File: src/rtl/pb_tile_pwr_sequencer.sv
// pb_tile_pwr_sequencer
//   Staggered clock-enable / reset sequencer for picobello tiles. A request names a set of
//   tiles and a direction; tiles are handled one at a time, lowest index first.
//   Power-up: clk_en rises, then rst_n is released ClkSettleCycles later.
//   Power-down: rst_n asserts, then clk_en drops ClkSettleCycles later.
//   Between tiles there is a gap so that inrush from consecutive tiles does not overlap.
//
// Optional feature: define PB_TILE_SEQ_ABORT_EN to add abort_i. The tile in flight always
// completes its full sequence (including the gap) before the remaining tiles are dropped.
//
// Ports
//   clk_i        clock
//   rst_i        synchronous reset, active-high
//   abort_i      (PB_TILE_SEQ_ABORT_EN only) drop remaining tiles after the current one
//   req_valid_i  request valid
//   req_ready_o  request accepted on valid && ready; high only when idle
//   req_on_i     1 = power-up, 0 = power-down
//   req_mask_i   tiles to sequence
//   clk_en_o     tile clock enables
//   rst_n_o      tile resets, active-low
//   busy_o       sequencer not idle
//   done_o       one-cycle pulse when a sequence completes
//   cur_tile_o   index of the tile being sequenced, 0 when idle
module pb_tile_pwr_sequencer #(
  parameter int unsigned NumTiles        = 16,
  parameter int unsigned ClkSettleCycles = 4,
  parameter int unsigned GapCycles       = 2,
  localparam int unsigned TileW          = (NumTiles > 1) ? $clog2(NumTiles) : 1
) (
  input  logic                clk_i,
  input  logic                rst_i,
`ifdef PB_TILE_SEQ_ABORT_EN
  input  logic                abort_i,
`endif
  input  logic                req_valid_i,
  output logic                req_ready_o,
  input  logic                req_on_i,
  input  logic [NumTiles-1:0] req_mask_i,
  output logic [NumTiles-1:0] clk_en_o,
  output logic [NumTiles-1:0] rst_n_o,
  output logic                busy_o,
  output logic                done_o,
  output logic [TileW-1:0]    cur_tile_o
);

  localparam int unsigned MaxDly = (ClkSettleCycles > GapCycles) ? ClkSettleCycles : GapCycles;
  localparam int unsigned CntW   = $clog2(MaxDly + 1);

  // Outputs are written on the edge that enters ACT1/ACT2, so the counter loads one less than
  // the delay. GAP is entered after ACT2, hence two less for the gap.
  localparam logic [CntW-1:0] SettleLoad = CntW'(ClkSettleCycles - 1);
  localparam logic [CntW-1:0] GapLoad    = CntW'((GapCycles > 1) ? (GapCycles - 2) : 0);

  typedef enum logic [2:0] {
    StIdle, StSelect, StAct1, StWait1, StAct2, StGap, StDone
  } state_e;

  state_e              state_q, state_d;
  logic [NumTiles-1:0] pending_q, pending_d;
  logic [NumTiles-1:0] clk_en_q, clk_en_d;
  logic [NumTiles-1:0] rst_n_q, rst_n_d;
  logic [CntW-1:0]     cnt_q, cnt_d;
  logic [TileW-1:0]    cur_q, cur_d;
  logic                dir_q, dir_d;
  logic                abort_q, abort_d;
  logic                abort;
  logic [TileW-1:0]    lowest;

`ifdef PB_TILE_SEQ_ABORT_EN
  assign abort = abort_i;
`else
  assign abort = 1'b0;
`endif

  // Lowest set pending bit; descending scan so the lowest index wins.
  always_comb begin
    lowest = '0;
    for (int i = int'(NumTiles) - 1; i >= 0; i--) begin
      if (pending_q[i]) lowest = TileW'(i);
    end
  end

  always_comb begin
    state_d   = state_q;
    pending_d = pending_q;
    clk_en_d  = clk_en_q;
    rst_n_d   = rst_n_q;
    cnt_d     = cnt_q;
    cur_d     = cur_q;
    dir_d     = dir_q;
    abort_d   = abort_q;
    unique case (state_q)
      StIdle: begin
        cur_d   = '0;
        abort_d = 1'b0;
        if (req_valid_i) begin
          pending_d = req_mask_i;
          dir_d     = req_on_i;
          state_d   = StSelect;
        end
      end
      StSelect: begin
        if (abort || (pending_q == '0)) begin
          pending_d = '0;
          state_d   = StDone;
        end else begin
          cur_d = lowest;
          cnt_d = SettleLoad;
          if (dir_q) clk_en_d[lowest] = 1'b1;
          else       rst_n_d[lowest]  = 1'b0;
          state_d = StAct1;
        end
      end
      StAct1, StWait1: begin
        if (abort) abort_d = 1'b1;
        if (cnt_q == '0) begin
          if (dir_q) rst_n_d[cur_q]  = 1'b1;
          else       clk_en_d[cur_q] = 1'b0;
          pending_d[cur_q] = 1'b0;
          state_d          = StAct2;
        end else begin
          cnt_d   = cnt_q - CntW'(1);
          state_d = StWait1;
        end
      end
      StAct2: begin
        if (abort) abort_d = 1'b1;
        if (GapCycles > 1) begin
          cnt_d   = GapLoad;
          state_d = StGap;
        end else begin
          if (abort || abort_q) pending_d = '0;
          state_d = StSelect;
        end
      end
      StGap: begin
        if (abort) abort_d = 1'b1;
        if (cnt_q == '0) begin
          // An abort seen anywhere during this tile drops the rest only after its gap.
          if (abort || abort_q) pending_d = '0;
          state_d = StSelect;
        end else begin
          cnt_d = cnt_q - CntW'(1);
        end
      end
      StDone: begin
        cur_d   = '0;
        state_d = StIdle;
      end
      default: state_d = StIdle;
    endcase
  end

  always_ff @(posedge clk_i) begin
    if (rst_i) begin
      state_q   <= StIdle;
      pending_q <= '0;
      clk_en_q  <= '1;
      rst_n_q   <= '0;
      cnt_q     <= '0;
      cur_q     <= '0;
      dir_q     <= 1'b0;
      abort_q   <= 1'b0;
    end else begin
      state_q   <= state_d;
      pending_q <= pending_d;
      clk_en_q  <= clk_en_d;
      rst_n_q   <= rst_n_d;
      cnt_q     <= cnt_d;
      cur_q     <= cur_d;
      dir_q     <= dir_d;
      abort_q   <= abort_d;
    end
  end

  assign req_ready_o = (state_q == StIdle);
  assign busy_o      = (state_q != StIdle);
  assign done_o      = (state_q == StDone);
  assign clk_en_o    = clk_en_q;
  assign rst_n_o     = rst_n_q;
  assign cur_tile_o  = cur_q;

endmodule

File: config.mk
export PLATFORM = sky130hd
export DESIGN_NAME = pb_tile_pwr_sequencer
export DESIGN_NICKNAME = d
export VERILOG_FILES = /design/src/rtl/pb_tile_pwr_sequencer.sv
export SDC_FILE = /design/constraint.sdc
export NUM_CORES = 1
export LEC_CHECK = 0
export BUFFER_PORTS_ARGS = -buffer_cell sky130_fd_sc_hd__buf_2
export CELL_PAD_IN_SITES_DETAIL_PLACEMENT = 2
export CELL_PAD_IN_SITES_GLOBAL_PLACEMENT = 2
export CORE_ASPECT_RATIO = 0.8
export CORE_MARGIN = 2
export CORE_UTILIZATION = 34
export CTS_CLUSTER_SIZE = 40
export DETAILED_ROUTE_END_ITERATION = 8
export PLACE_DENSITY = 0.83
export SLEW_MARGIN = 20
export SYNTH_ARGS = -nofsm -noshare
export SYNTH_HDL_FRONTEND = slang
export SYNTH_SLANG_ARGS = --single-unit
export TNS_END_PERCENT = 1
File: constraint.sdc
create_clock -name clk_i -period 3.3 [get_ports clk_i]
set_input_delay 0.165 -clock clk_i [delete_from_list [all_inputs] [get_ports clk_i]]
set_output_delay 0.165 -clock clk_i [all_outputs]
set_load 0.03 [all_outputs]
Word-level counts from Yosys, hierarchy flattened
Cells that the tools add are included.

Bitwise gates (word level): 8. Reduce and logical (&&, ||, !) cells: 20. Divide/modulo/power cells: 0. Shift operators: 0. Muxes and demuxes: 44. Magnitude comparators: 4. Multipliers: 0. Add/sub/neg operators: 1. Equality and inequality tests: 16.

Operators with widths (count): 16-bit 2-to-1 mux (11); 4-bit 2-to-1 mux (17); 16-bit case mux with 2 select lines (2); 16-bit bitwise AND (3); 16-bit case mux with 3 select lines (1); 16-bit NOT (2); 16-bit bitwise OR (2); 2-bit inequality test, second input constant (10); 3-bit 2-to-1 mux (6); 16-bit zero test (1); 3-bit case mux with 5 select lines (1); 4-bit by 5-bit less-than comparator with 1-bit output, second input constant (2); 5-bit AND reduction (2); 3-bit equality test, second input constant (3); 3-bit case mux with 3 select lines (1); 1-bit demux with 4-bit select (2); 4-bit by 1-bit greater-or-equal comparator with 1-bit output, second input constant (2); 4-bit case mux with 2 select lines (1); 3-bit by 2-bit equality test with 1-bit output, second input constant (2); 3-bit zero test (2); 2-bit AND reduction (3); 6-bit AND reduction (1); 3-bit nonzero test (2); 2-bit nonzero test (2); other kinds (9) (12).

Memory bits (read-only): 0. Output and inout bits: 39. Memory bits (writable): 0. Bits in registers: 59. Latch bits: 0. Memories: 0.

Depth between registers and ports, before layout
Gate-level depths: netlist (run 1).

Word-level depth: 25. Mapped depth: 8.

Worst setup path after synthesis (run 1)
OpenSTA, ideal clock, no wires.

Kind: reg-to-reg. From: register state_q[1]. To: register cnt_q[2]. Arrival: 2.017 ns. Clock period less this slack: 2.109 ns. Path buffers: 1. Path slack: 1.191 ns. Stages on the path, launching flop included: 7. Data required time: 3.208 ns. Cells stage by stage: dfxtp_1 > buf_1 > nor3_1 > a31oi_1 > o211a_1 > mux2i_1 > nor4_1.

Cells in the longest elaborated chain, start to end: 4. Elaborated cells between the ends (all ways): 11. Those cells by class: eq/ne (7); mux (1); reduce/logical (3).

RTL lines: from (decl) (RTL line 58) `state_e state_q, state_d;`; from (signal assigned) (RTL line 156) `state_q <= StIdle;`; from (signal assigned) (RTL line 165) `state_q <= state_d;`; 3-bit equality test / 3-bit by 2-bit equality test with 1-bit output (equally long branches) (RTL line 92) `unique case (state_q)`; 3-bit OR reduction (no source line); 2-bit inequality test (no source line) / 3-bit nonzero test (equally long branches); 3-bit AND reduction (no source line); to (signal assigned) (RTL line 169) `cnt_q <= cnt_d;`; to (decl) (RTL line 62) `logic [CntW-1:0] cnt_q, cnt_d;`.

Parallel ways exist; a longest one is shown, timed or not. A chain may end at the register's enable or synchronous reset.

Final worst setup path (run 1)
From: register pending_q[12]. To: register pending_q[14].

Cells in the longest elaborated chain, start to end: 3.

RTL lines: from (decl) (RTL line 59) `logic [NumTiles-1:0] pending_q, pending_d;`; from (signal assigned) (RTL line 166) `pending_q <= pending_d;`; 16-bit zero test (RTL line 103) `if (abort || (pending_q == '0)) begin`; 2-bit inequality test (no source line); 6-bit AND reduction (no source line).

Every way passes these cells.

==> impl_metrics.csv, run 1 <==
group,metric,value,unit
status,outcome,"completed",
logic_synthesis,syn_area_per_cell,8.38,sq um
sta,finalHoldViolations,0,
cts,clock_sinks,59,
floorplanning,num_rows,30,
floorplanning,dieWidth,107,um
setup_path,cp-start-kind,"flop",
sta,slew_viol_final,0,
setup_path,r2r_setup_slack,0.84,ns
logic_synthesis,synth_nets,366,
logic_synthesis,ys_warn_count,0,
floorplanning,start_util,0.344,
cts,cts_inserted_buffers,9,
sta,slew_headroom,0.373,
logic_synthesis,seq_area_frac_synth,0.410,
sta,period_needed,2.46,ns
place,gp_congestion,0.892,
routing,routed_wl,11200,um
setup_path,ff2ff_path_depth,6,
routing,final_antenna_net_count,0,
setup_path,critPathMaxFanout,16,
cts,cts_tree,"yes",
routing,firstDrtPassIters,4,
global_route,grt_overflow,0,
setup_path,crit_required,3.53,ns
cts,cts_resized,0,
global_route,antenna_found_initial,1,
cts,path_clk_slew,0.07,ns
pwr,p_leak,0.00130,uW
job,drv_cap,0,
place,dp_hpwl,8240,um
logic_synthesis,syn_area,2880,sq um
setup_path,regToRegStartpoint,"pending_q[12]$_SDFFE_PP0P_",
floorplanning,die_area,9230,sq um
cts,root_buffer,"clkbuf_8",
min_path,hold_path_class,"in2reg",
global_route,track_usage,0.255,
place,numPortBuffers,58,
sta,rsz0062_at_grt,"no",
pwr,ir_worst_vdd,0.285,mV
pwr,cellPowerDensity,949,nW/um^2
setup_path,r2r_end,"pending_q[14]$_SDFFE_PP0P_",
global_route,grt_max_degree,48,
setup_path,critPathCaptureType,"flop",
global_route,grt_first_pass_wirelength,17600,um
setup_path,setup.worst_path.start,"pending_q[12]$_SDFFE_PP0P_",
sta,fin_worst_skew,0.0117,ns
routing,dr.first_iter.drc_count,182,
final_layout,drive_gt1_frac,0.214,
logic_synthesis,synthCells,344,
floorplanning,io_pins,59,
final_layout,final_util,0.412,
routing,wl_per_cell,21.8,um
sta,worst_pin_slew,0.937,ns
cts,cts_setup_buffers,0,
floorplanning,coreArea,8370,sq um
cts,htreeDepth,3,
routing,drc,0,
cts,cts_buffer_depth,2,
setup_path,critPathKind,"reg2reg",
sta,tns,0,ns
routing,vias_per_cell,5.88,
sta,setup_viol,0,
sta,min_period_over_period,0.746,
global_route,grt_pass1_vias,3048,
final_layout,area_growth,19.8,%
logic_synthesis,synth_edf_count,0,
logic_synthesis,synth_cell_types,55,
routing,num_vias,3028,
sta,clock.fmax,0.406,GHz
cts,clock_latency,0.34,ns
logic_synthesis,async_flop_share,0,
logic_synthesis,ys.flop_type,"dfxtp_1",
setup_path,arrival,2.69,ns
setup_path,endpoint,"pending_q[14]$_SDFFE_PP0P_",
floorplanning,die_h,86.3,um
logic_synthesis,ys_seq_elements,59,
final_layout,nNetsFinal,421,
cts,ctsHoldBuffers,0,
worst min path at each step:
stage / cells after the start / endpoint / from / slack (ns)
after floorplan: 1 / pending_q[0]$_SDFFE_PP0P_ / req_mask_i[0] / 0.29
after global placement: 2 / pending_q[7]$_SDFFE_PP0P_ / req_mask_i[7] / 0.37
after detailed placement: 2 / pending_q[7]$_SDFFE_PP0P_ / req_mask_i[7] / 0.39
after CTS: 2 / pending_q[7]$_SDFFE_PP0P_ / req_mask_i[7] / 0.03
after global routing: 2 / pending_q[7]$_SDFFE_PP0P_ / req_mask_i[7] / 0.02
final: 2 / pending_q[7]$_SDFFE_PP0P_ / req_mask_i[7] / 0.04
critical path, cell delays in order (launching register included):
cell and delay (ns):
dfxtp_1 0.34, nor4_1 0.65, a41oi_2 0.28, a2111oi_4 0.37
buf_4 0.27, o21ai_0 0.14, a32o_1 0.30
through the flow:
step / hold slack, ns / std cells / total power [uW] / setup slack, ns / cell area [sq um]
2_1_floorplan: 0.291 / 344 / 2110 / 1.19 / 2880
3_3_place_gp: 0.375 / 500 / 2540 / 0.889 / 3270
3_5_place_dp: 0.387 / 500 / 2600 / 0.870 / 3270
4_1_cts: 0.0280 / 514 / 3260 / 0.862 / 3450
5_1_grt: 0.0166 / 514 / 3490 / 0.699 / 3450
6_report: 0.0378 / 515 / 3280 / 0.838 / 3450
area by class of cell:
class,count,area (sq um)
clock inverter,3,40.0
multi-input combinational,253,1570
fill,973,4920
clock buffer,11,141
tap,112,140
sequential,59,1180
timing repair buffer,63,328
inverter,13,48.8
antenna,1,2.50
cells in the final DEF (no fill, tap or decap), drive strengths merged, types with 3 or more instances in the layout:
master / n
nand2: 27
dfxtp: 59
clkbuf: 11
nor3: 25
a311oi: 4
inv: 13
o41a: 3
a21oi: 25
nor4: 8
nand3: 5
a211oi: 12
o21a: 6
nand2b: 7
a221o: 8
buf: 63
a32o: 16
nor2: 46
o21ai: 22
cell families after synthesis:
logic type                 count (synthesis)  share of synthesized area
buffers and inverters                     32                     0.0452
muxes                                      1                    0.00347
AOI/OAI and AO/OA                        117                      0.307
DFF                                       59                      0.410
xor gates and xnor gates                   2                    0.00608
and+or+nand+nor                          131                      0.219
adders and majority gates                  2                    0.00868
sequential cells by signal, indices dropped and copies added (netlist names):
register,count
clk_en_o,16
cnt_q,3
cur_tile_o,4
dir_q,1
pending_q,16
rst_n_o,16
state_q,3
routing by layer:
metal / routed length, um / vias to the layer above / global-route usage
met5: 0 / - / 0
met4: 110 / 0 / 0.0649
met3: 546 / 11 / 0.0594
met2: 5140 / 79 / 0.390
met1: 5450 / 1537 / 0.365
li1: - / 1401 / -
synthesized netlist by cell type (2+ instances only):
master    count  area (sq um)
buf_2         2          10.0
ha_1          2          25.0
clkbuf_1     13          48.8
inv_1        13          48.8
a32o_1       16           160
dfxtp_1      59          1180
or3_1         2          12.5
a21oi_1      25           125
o41a_1        3          33.8
nor2_1       46           173
o21ai_1       9          45.0
nor2b_1       2          12.5
o21ai_0      12          60.1
nand4_1       2          12.5
nor4_1        5          31.3
nand2b_1      7          43.8
a211oi_1     12          90.1
nor3_1       25           125
a311oi_1      4          35.0
nor4_2        2          25.0
a32oi_1       2          17.5
and3_1        2          12.5
a22oi_1       2          15.0
buf_1         3          11.3
nand3_1       5          25.0
a221o_1       8          80.1
nand2_1      27           101
a31oi_1       2          12.5
o21a_1        6          45.0
power by group:
group          internal (uW)  switching (uW)
Sequential               825             207
Combinational            500            1090
Clock                    359             292
Total                   1680            1590
Power figures use the tool's default switching activity.
==> inputs of run 2 (changes only) <==
- CORE_UTILIZATION: 34 -> 32
- PLACE_DENSITY: 0.83 -> 0.79
- clock period: 3.3 -> 2.3 ns (I/O delays scaled with it)
==> impl_metrics.csv, run 2 (synthesis gave the netlist of run 1 again) <==
group,metric,value,unit
final_layout,drive_gt1_frac,0.261,
floorplanning,die_h,88.9,um
routing,wl_per_cell,21.6,um
floorplanning,io_pins,59,
final_layout,fill_cells,982,
sta,fin_worst_skew,0.0116,ns
sta,slew_viol_final,0,
global_route,track_usage,0.262,
cts,cts_tree,"yes",
final_layout,fin_cells,552,
sta,setup_ws,0.0694,ns
global_route,grt_pass1_vias,3369,
cts,cts_inserted_buffers,9,
global_route,antenna_found_initial,0,
final_layout,area_growth,31.6,%
final_layout,nNetsFinal,457,
final_layout,n_antenna_cell,0,
final_layout,regArea,1180,sq um
setup_path,cp_top_family,"compound AO/OA/AOI/OAI gates",
place,gp_congestion,0.848,
global_route,grt_overflow,0,
setup_path,critPathMaxFanout,8,
job,drv_cap,0,
setup_path,crit_required,2.59,ns
setup_path,critPathKind,"reg2reg",
routing,routed_wl,11900,um
routing,dr.first_iter.drc_count,158,
routing,firstDrtPassIters,4,
cts,htreeDepth,3,
floorplanning,num_rows,30,
final_layout,multi_input_area,1610,sq um
sta,setup_viol,0,
routing,vias_per_cell,5.76,
floorplanning,dieWidth,110,um
setup_path,cp-start-kind,"flop",
cts,path_clk_slew,0.08,ns
global_route,grt_first_pass_wirelength,18700,um
cts,cts_setup_buffers,0,
cts,root_buffer,"clkbuf_8",
sta,rsz0062_at_grt,"yes",
place,dp_cells,522,
cts,clock_latency,0.36,ns
sta,finalHoldViolations,0,
pwr,p_leak,0.00147,uW
cts,cts_buffer_depth,2,
floorplanning,coreArea,8600,sq um
routing,num_vias,3181,
final_layout,final_common_cell,"dfxtp_1",
min_path,hold_path_class,"in2reg",
routing,drc,0,
sta,period_needed,2.23,ns
final_layout,final_cell_area,3790,sq um
sta,clock.fmax,0.448,GHz
final_layout,final_cell_mix,"dfxtp_1, buf_2, nor2_1",
setup_path,critPathCaptureType,"flop",
place,numPortBuffers,58,
setup_path,crit_slowest_cell,"a21oi_1",
cts,clock_sinks,59,
global_route,grt_max_degree,39,
routing,final_antenna_net_count,0,
place,place_ws,0.0520,ns
floorplanning,die_area,9780,sq um
place,placed_area,3430,sq um
floorplanning,start_util,0.335,
setup_path,worst-path-buf-inv,0,
pwr,ir_worst_vdd,0.428,mV
setup_path,arrival,2.52,ns
sta,slew_headroom,0.456,
setup_path,critPathMaxStageDelay,0.59,ns
place,dp_hpwl,8870,um
pwr,cellPowerDensity,1310,nW/um^2
setup_path,path_cells,"nor2_1, o311ai_0, a41oi_2, a21oi_1, a221o_1",
sta,min_period_over_period,0.970,
sta,worst_pin_slew,0.812,ns
status,outcome,"completed",
run 2: path summary, 6_finish.rpt:
path | from | endpoint | slack [ns] | depth (start not counted)
hold reg to reg | clk_en_o[3]$_SDFFE_PP1P_ | clk_en_o[3]$_SDFFE_PP1P_ | 0.48 | 2
setup / recovery | pending_q[14]$_SDFFE_PP0P_ | clk_en_o[2]$_SDFFE_PP1P_ | 0.07 | 5
hold / removal | req_on_i | dir_q$_SDFFE_PP0P_ | 0.02 | 3
setup reg to reg | pending_q[14]$_SDFFE_PP0P_ | clk_en_o[2]$_SDFFE_PP1P_ | 0.07 | 5
run 2: where the power goes:
group	internal [uW]	switching [uW]
Sequential	1180	234
Clock	446	447
Combinational	938	1730
Total	2570	2410
run 2: tightest hold or removal path: cells and delay by family:
family                 cells  cell delay (ns)
AO/OA/AOI/OAI              1             0.06
buffers and inverters      1             0.09
AND/OR/NAND/NOR            1             0.06
run 2: timing repair:
action | CTS | global route
resized for setup | 0 | 6
setup endpoints to repair | 0 | 37
hold buffers | 14 | 0
endpoints found under the hold margin | 14 | 0
run 2: cell type report:
type | instances | share of cell area
inverter | 13 | 0.0129
clock buffer | 12 | 0.0409
multi-input combinational | 253 | 0.424
sequential | 59 | 0.312
timing repair buffer | 99 | 0.167
tap | 112 | 0.0370
clock inverter | 4 | 0.00660
run 2: per-layer routing:
layer / vias to the layer above / track usage / share of wire
met1: 1628 / 0.356 / 0.48
met4: 0 / 0.0625 / 0.013
met3: 12 / 0.0567 / 0.043
li1: 1475 / - / -
met2: 66 / 0.425 / 0.47
met5: - / 0 / 0
run 2: stage by stage:
| step | hold slack (ns) | TNS [ns] | utilization | power, uW |
|---|---|---|---|---|
| after floorplan | 0.241 | 0 | - | 3030 |
| final | 0.0174 | 0 | 0.441 | 4980 |
| after global placement | 0.326 | 0 | 0.399 | 3870 |
| after CTS | 0.000571 | 0 | 0.437 | 4900 |
| after detailed placement | 0.340 | 0 | 0.399 | 3970 |
| after global routing | 0.0193 | -0.327 | 0.441 | 5300 |
==> inputs of run 3 (changes only) <==
==> constraint.sdc (replaced) <==
create_clock -name clk_i -period 2.3 [get_ports clk_i]
set_input_delay 0.115 -clock clk_i [delete_from_list [all_inputs] [get_ports clk_i]]
set_output_delay 0.115 -clock clk_i [all_outputs]
set_load 0.05 [all_outputs]
==> impl_metrics.csv, run 3 (synthesis gave the netlist of run 1 again) <==
group,metric,value,unit
status,outcome,"completed",
floorplanning,die_area,9780,sq um
sta,period_needed,2.21,ns
routing,drc,0,
routing,wl_per_cell,22.5,um
pwr,p_leak,0.00150,uW
final_layout,drive_gt1_frac,0.260,
floorplanning,io_pins,59,
cts,clock_latency,0.36,ns
final_layout,area_growth,33.7,%
global_route,grt_overflow,0,
cts,cts_tree,"yes",
global_route,grt_first_pass_wirelength,19300,um
min_path,hold_path_class,"in2reg",
setup_path,endpoint,"clk_en_o[5]$_SDFFE_PP1P_",
pwr,ir_worst_vdd,0.491,mV
sta,tns,0,ns
cts,cts_inserted_buffers,9,
final_layout,final_cell_mix,"dfxtp_1, buf_2, nor2_1",
sta,slew_viol_final,0,
cts,cts_setup_buffers,0,
sta,slew_headroom,0.455,
sta,min_period_over_period,0.962,
pwr,total_power,5480,uW
routing,final_antenna_net_count,0,
routing,dr.first_iter.drc_count,202,
routing,num_vias,3167,
place,dp_cells,520,
final_layout,final_common_cell,"dfxtp_1",
setup_path,critPathMaxFanout,8,
setup_path,r2r_end,"clk_en_o[5]$_SDFFE_PP1P_",
routing,routed_wl,12400,um
final_layout,nNetsFinal,456,
cts,clock_sinks,59,
setup_path,setup.worst_path.start,"pending_q[11]$_SDFFE_PP0P_",
pwr,cellPowerDensity,1420,nW/um^2
sta,rsz0062_at_grt,"yes",
sta,worst_pin_slew,0.812,ns
final_layout,n_antenna_cell,0,
job,drv_cap,0,
floorplanning,start_util,0.335,
cts,cts_buffer_depth,2,
global_route,grt_pass1_vias,3449,
setup_path,cp-start-kind,"flop",
final_layout,fin_cells,551,
setup_path,arrival,2.52,ns
global_route,grt_max_degree,27,
routing,firstDrtPassIters,4,
floorplanning,die_h,88.9,um
setup_path,ff2ff_path_depth,5,
sta,clock.fmax,0.452,GHz
cts,path_clk_slew,0.07,ns
cts,htreeDepth,3,
setup_path,critPathCaptureType,"flop",
floorplanning,coreArea,8600,sq um
routing,vias_per_cell,5.75,
floorplanning,dieWidth,110,um
setup_path,r2r_setup_slack,0.09,ns
place,gp_congestion,0.859,
setup_path,regToRegStartpoint,"pending_q[11]$_SDFFE_PP0P_",
global_route,antenna_found_initial,1,
final_layout,final_util,0.448,
sta,setup_viol,0,
place,numPortBuffers,58,
setup_path,crit_required,2.60,ns
global_route,track_usage,0.270,
sta,fin_worst_skew,0.00563,ns
place,dp_hpwl,9090,um
sta,finalHoldViolations,0,
sta,whs,0.0127,ns
floorplanning,num_rows,30,
cts,root_buffer,"clkbuf_8",
setup_path,critPathKind,"reg2reg",
==> run 3: worst max-delay path, stage by stage (launching register included) <==
cell      delay [ns]
dfxtp_1         0.45
nor2_1          0.10
a221oi_1        0.42
o221ai_1        0.39
a21oi_2         0.55
a221o_1         0.26
==> run 3: worst min path at each step <==
stage / startpoint / endpoint / slack, ns / cells after the start
2_1_floorplan: req_mask_i[0] / pending_q[0]$_SDFFE_PP0P_ / 0.24 / 1
3_3_place_gp: req_mask_i[8] / pending_q[8]$_SDFFE_PP0P_ / 0.33 / 2
3_5_place_dp: req_mask_i[3] / pending_q[3]$_SDFFE_PP0P_ / 0.34 / 2
4_1_cts: req_on_i / dir_q$_SDFFE_PP0P_ / 0.005 / 3
5_1_grt: req_on_i / dir_q$_SDFFE_PP0P_ / 0.03 / 3
6_report: req_on_i / dir_q$_SDFFE_PP0P_ / 0.01 / 3
==> run 3: metrics by stage <==
step                setup slack [ns]  instance area, sq um
global route                 -0.0524                  3850
global placement              0.0693                  3420
finish                        0.0875                  3850
detailed placement           -0.0885                  3420
CTS                           0.0212                  3820
floorplan                      0.254                  2890
==> run 3: repair_timing <==
action / 4_1_cts / 5_1_grt
setup endpoints to repair: 8 / 36
hold buffers: 15 / 0
endpoints found under the hold margin: 15 / 0
resized for setup: 1 / 7
pin swaps: 0 / 0
==> run 3: final cells by class <==
type / instances / area (sq um)
clock inverter: 5 / 100
inverter: 13 / 48.8
timing repair buffer: 98 / 632
multi-input combinational: 253 / 1610
tap: 112 / 140
clock buffer: 11 / 141
fill: 961 / 4740
sequential: 59 / 1180
==> run 3: where the power goes <==
group / internal (uW) / switching [uW] / total [uW]
sequential: 1180 / 233 / 1420
combinational: 953 / 1910 / 2870
clock: 746 / 455 / 1200
==> run 3: routing by layer <==
metal  share of wire  global-route usage
met4           0.016              0.0864
met2            0.47               0.430
met1            0.46               0.361
met3           0.056              0.0670
met5               0                   0
